### src/rtl/uart_rx_byte.sv
`default_nettype none
// ============================================================================
// Module   : uart_rx_byte
// Brief    : 8N1 UART receiver; mid-bit sampling, one-cycle valid/frame-error
//            strobes, break-line recovery through a wait-for-idle state.
// Revision : 1.0 - initial release
// ============================================================================
module uart_rx_byte #(
    parameter int CLK_FREQ = 50_000_000,
    parameter int BAUD     = 115200
) (
    input  logic       sclk,
    input  logic       rst,
    input  logic       rx,
    output logic [7:0] rx_data,
    output logic       rx_valid,
    output logic       frame_err,
    output logic       busy
);

    localparam int          c_BIT_DIV   = CLK_FREQ / BAUD;
    localparam int          c_HALF_DIV  = c_BIT_DIV / 2;
    localparam logic [12:0] c_BIT_LAST  = 13'(c_BIT_DIV - 1);
    localparam logic [12:0] c_HALF_LAST = 13'(c_HALF_DIV - 1);

    localparam logic [2:0] c_ST_IDLE      = 3'd0;
    localparam logic [2:0] c_ST_START     = 3'd1;
    localparam logic [2:0] c_ST_DATA      = 3'd2;
    localparam logic [2:0] c_ST_STOP      = 3'd3;
    localparam logic [2:0] c_ST_WAIT_IDLE = 3'd4;

    logic [2:0]  r_state;
    logic        r_rx_meta;
    logic        r_rx_s;
    logic        r_rx_s_d;
    logic [12:0] r_bit_cnt;
    logic [2:0]  r_bit_idx;
    logic [7:0]  r_shift;
    logic        w_fall;

    assign w_fall = r_rx_s_d & ~r_rx_s;

    always_ff @(posedge sclk) begin
        if (rst) begin
            r_state   <= c_ST_IDLE;
            r_rx_meta <= 1'b1;
            r_rx_s    <= 1'b1;
            r_rx_s_d  <= 1'b1;
            r_bit_cnt <= 13'd0;
            r_bit_idx <= 3'd0;
            r_shift   <= 8'h00;
            rx_data   <= 8'h00;
            rx_valid  <= 1'b0;
            frame_err <= 1'b0;
            busy      <= 1'b0;
        end else begin
            r_rx_meta <= rx;
            r_rx_s    <= r_rx_meta;
            r_rx_s_d  <= r_rx_s;
            rx_valid  <= 1'b0;
            frame_err <= 1'b0;

            case (r_state)
                c_ST_IDLE: begin
                    busy <= 1'b0;
                    if (w_fall) begin
                        r_state   <= c_ST_START;
                        r_bit_cnt <= 13'd0;
                        busy      <= 1'b1;
                    end
                end

                // A line that is high again at start-bit centre was only a glitch.
                c_ST_START: begin
                    if (r_bit_cnt == c_HALF_LAST) begin
                        r_bit_cnt <= 13'd0;
                        if (r_rx_s) begin
                            r_state <= c_ST_IDLE;
                            busy    <= 1'b0;
                        end else begin
                            r_state   <= c_ST_DATA;
                            r_bit_idx <= 3'd0;
                        end
                    end else begin
                        r_bit_cnt <= r_bit_cnt + 13'd1;
                    end
                end

                c_ST_DATA: begin
                    if (r_bit_cnt == c_BIT_LAST) begin
                        r_shift[r_bit_idx] <= r_rx_s;
                        r_bit_cnt          <= 13'd0;
                        if (r_bit_idx == 3'd7) begin
                            r_state <= c_ST_STOP;
                        end else begin
                            r_bit_idx <= r_bit_idx + 3'd1;
                        end
                    end else begin
                        r_bit_cnt <= r_bit_cnt + 13'd1;
                    end
                end

                // Leaving at mid-stop keeps the next start edge catchable.
                c_ST_STOP: begin
                    if (r_bit_cnt == c_BIT_LAST) begin
                        r_bit_cnt <= 13'd0;
                        if (r_rx_s) begin
                            rx_data  <= r_shift;
                            rx_valid <= 1'b1;
                            r_state  <= c_ST_IDLE;
                            busy     <= 1'b0;
                        end else begin
                            frame_err <= 1'b1;
                            r_state   <= c_ST_WAIT_IDLE;
                        end
                    end else begin
                        r_bit_cnt <= r_bit_cnt + 13'd1;
                    end
                end

                c_ST_WAIT_IDLE: begin
                    if (r_rx_s) begin
                        r_state <= c_ST_IDLE;
                        busy    <= 1'b0;
                    end
                end

                default: begin
                    r_state <= c_ST_IDLE;
                    busy    <= 1'b0;
                end
            endcase
        end
    end

endmodule
`default_nettype wire

### config.mk
export PLATFORM = sky130hd
export DESIGN_NAME = uart_rx_byte
export DESIGN_NICKNAME = d
export VERILOG_FILES = /design/src/rtl/uart_rx_byte.sv
export SDC_FILE = /design/constraint.sdc
export NUM_CORES = 1
export LEC_CHECK = 0
export ABC_CLOCK_PERIOD_IN_PS = 4200
export CAP_MARGIN = 20
export CORE_ASPECT_RATIO = 0.7
export CORE_MARGIN = 2
export CORE_UTILIZATION = 39
export CTS_CLUSTER_SIZE = 16
export DETAILED_ROUTE_END_ITERATION = 7
export REMOVE_ABC_BUFFERS = 1
export SLEW_MARGIN = 15
export SYNTH_ARGS = -nofsm -noshare
export SYNTH_HDL_FRONTEND = slang
export SYNTH_SLANG_ARGS = --single-unit
### constraint.sdc
create_clock -name sclk -period 4.2 [get_ports sclk]
set_clock_uncertainty 0.05 [all_clocks]
set_input_delay 0.63 -clock sclk [delete_from_list [all_inputs] [get_ports sclk]]
set_output_delay 0.63 -clock sclk [all_outputs]
set_load 0.02 [all_outputs]
==> metrics.txt <==
Worst R2R Path Depth 7; Area growth syn-to-layout 13.2%; register area share after synthesis 40.4%; fill count 477; Top Usage Layer GRT met1; DP Wirelength 3000 µm; Ports 14; met2 Use GR 20.7%; RSZ-0062 raised after global routing no; Post-CTS Setup Repair Bufs 0; synth unique cells 47; clock buffer count from CTS 5; YS warnings 0; H-tree depth 2; starting density of the core 41.6%; worst slew pin tran 0.772 ns; GR Util met1 25.0%; first-pass GRT wire length 7490 µm; initial antenna violation count 0; count of final max-slew check failures 0; Setup CP Type flop to flop; Final nets 250; std cell rows 21; # clock sinks 41; DIE HEIGHT 64.4 µm; largest net degree at the start of global routing 19; ys flop type dfxtp_1; Remaining Overflow, GRT 0; Cells after Synth 234; share of the synthesized area in the top cell type 40.4%; minimum clock period 2.46 ns; max-cap violations 0; Worst slew margin 47.2%; hold path startpoint r_rx_meta; via count 1690; power density over the cells 324 mW/mm²; worst r2r src r_bit_cnt[1]; clk slew on worst S/H paths 0.08 ns; final cycle utilization of the critical path 58.7%; FF+latch count, synth 41; met3 usage 4.13%; Fmax achieved 0.406 GHz; initial DRC count 137; drt wl/cell 13.7 µm; mapped cell area 0.00203 mm²; final hold viol count 0; Post-synth EDFFs 0; CP startpoint r_bit_cnt[1]; Reg area 821 µm²; setup TNS 0 ns; multi-input logic area 0.00113 mm²; Buffers on Ports 13; vias per cell 5.42; Avg Cell Area, Syn 8.68 µm²; Core Util, Final 47.1%; GR Util All Layers 16.0%; Hold Crit Class flop to flop; CP Capture Type flop; Root Driver clkbuf_8; hold buffers post-CTS 0; post_cts resized 0; Core Area 0.00489 mm²; Worst EP required 4.31 ns; Initial DRT Pass Iterations 4; critical path arrival 2.58 ns; Routed WL 4260 µm; cell accounting for the most synthesized area dfxtp_1; Post-DRT Antenna Nets 0; hold depth 1; width of the die 90.3 µm; share of cells above drive strength 1 8.23%; Area contributors post-synth dfxtp_1 (40%), mux2i_1 (8.4%), nor2_1 (6.1%); Hold Slack 0.365 ns; CTS tree built; die area 0.00581 mm²; CTS Buffer Depth 2; CP startpoint kind flop; Critical Path Fanout Max 9; share of synthesized registers carrying an async set or reset 0%; status complete, no violations; Peak VDD IR 0.143 mV; Worst-Skew Late Latency 0.30 ns; vias in the first global route 1493; diode count 0; RePlAce Congestion 0.816; DRC Markers 0; final setup fails 0; Lkg Pwr 0.000878 µW
## placed cells by master (no fill, tap or decap), types with 6 or more instances in the layout
| master | instances |
|---|---|
| clkdlybuf4s50_1 | 13 |
| a21oi_1 | 12 |
| nand3_1 | 10 |
| dfxtp_1 | 41 |
| clkbuf_8 | 7 |
| nand2b_1 | 6 |
| nand2_1 | 15 |
| o21ai_0 | 6 |
| mux2i_1 | 17 |
| nor2_1 | 33 |
## metrics by stage
stage	instances	setup slack [ns]	cell area, µm²	total power (µW)
global route	312	1.49	2300	781
finish	312	1.74	2300	746
floorplan	219	2.01	1960	448
detailed placement	303	1.75	2190	471
CTS	311	1.74	2300	753
global placement	303	1.67	2190	473
## power breakdown
part	internal (µW)	switching [µW]
combinational	21.1	39.0
sequential	393	10.2
clock	149	134
total	563	183
## final timing paths
check	slack, ns	to
worst max register to register	1.74	r_bit_cnt[8]
worst min register to register	0.36	r_rx_s
worst min-delay path	0.36	r_rx_s
worst max-delay path	1.74	r_bit_cnt[8]
## registers in the layout, indices dropped and copies added (netlist names)
name / flops
r_bit_cnt: 13
r_shift: 8
rx_data: 8
r_bit_idx: 3
r_state: 3
busy: 1
frame_err: 1
r_rx_meta: 1
r_rx_s: 1
r_rx_s_d: 1
rx_valid: 1
## metal layers
metal	vias up	part of all wire, %	wire [µm]
li1	853	-	-
met1	769	56	2390
met5	-	0	0
met4	0	0.96	41
met3	6	6.8	289
met2	62	36	1550
## critical path: stages (launching register included)
cell and delay [ns]:
dfxtp_1 0.35, inv_1 0.09, ha_1 0.16, nand2_1 0.10, nor4_4 0.53, a21oi_1 0.33
o31ai_2 0.62, nor2_1 0.11
## layout make-up
class                      instances  share of cell area, %
clock buffer                       7                   4.19
clock inverter                     1                  0.218
inverter                           4                  0.653
timing repair buffer              16                   6.47
multi-input combinational        174                   49.0
sequential                        41                   35.7
tap                               69                   3.75
## Yosys cell counts (2+ instances only)
cell / instances
nand2b_1: 6
or4_1: 4
nor2b_1: 4
clkbuf_1: 12
ha_1: 5
nor3_1: 5
xnor2_1: 3
inv_1: 4
dfxtp_1: 41
nor4_1: 4
mux2i_1: 17
nor2_1: 33
nand4_1: 5
nor4b_1: 2
and3_1: 2
or2_2: 3
a2111oi_0: 2
a21oi_1: 12
o22ai_1: 3
nand3_1: 10
xor2_1: 5
or4bb_1: 2
a31oi_1: 2
or3_1: 3
nand2_1: 15
o31ai_1: 2
o21ai_0: 6
or4_4: 2
and2_1: 2
## kinds of logic (layout without fill, tap and decap cells)
group | after synthesis | in the layout | share of synthesized area [%]
AOI/OAI and AO/OA | 37 | 37 | 11.9
xor gates and xnor gates | 8 | 8 | 3.45
adders and majority gates | 5 | 5 | 3.08
buffers and inverters | 19 | 28 | 4.13
DFF | 41 | 41 | 40.4
muxes | 17 | 17 | 8.37
and+or+nand+nor | 107 | 107 | 28.7
Note: power is estimated with default switching activity, not from simulation.
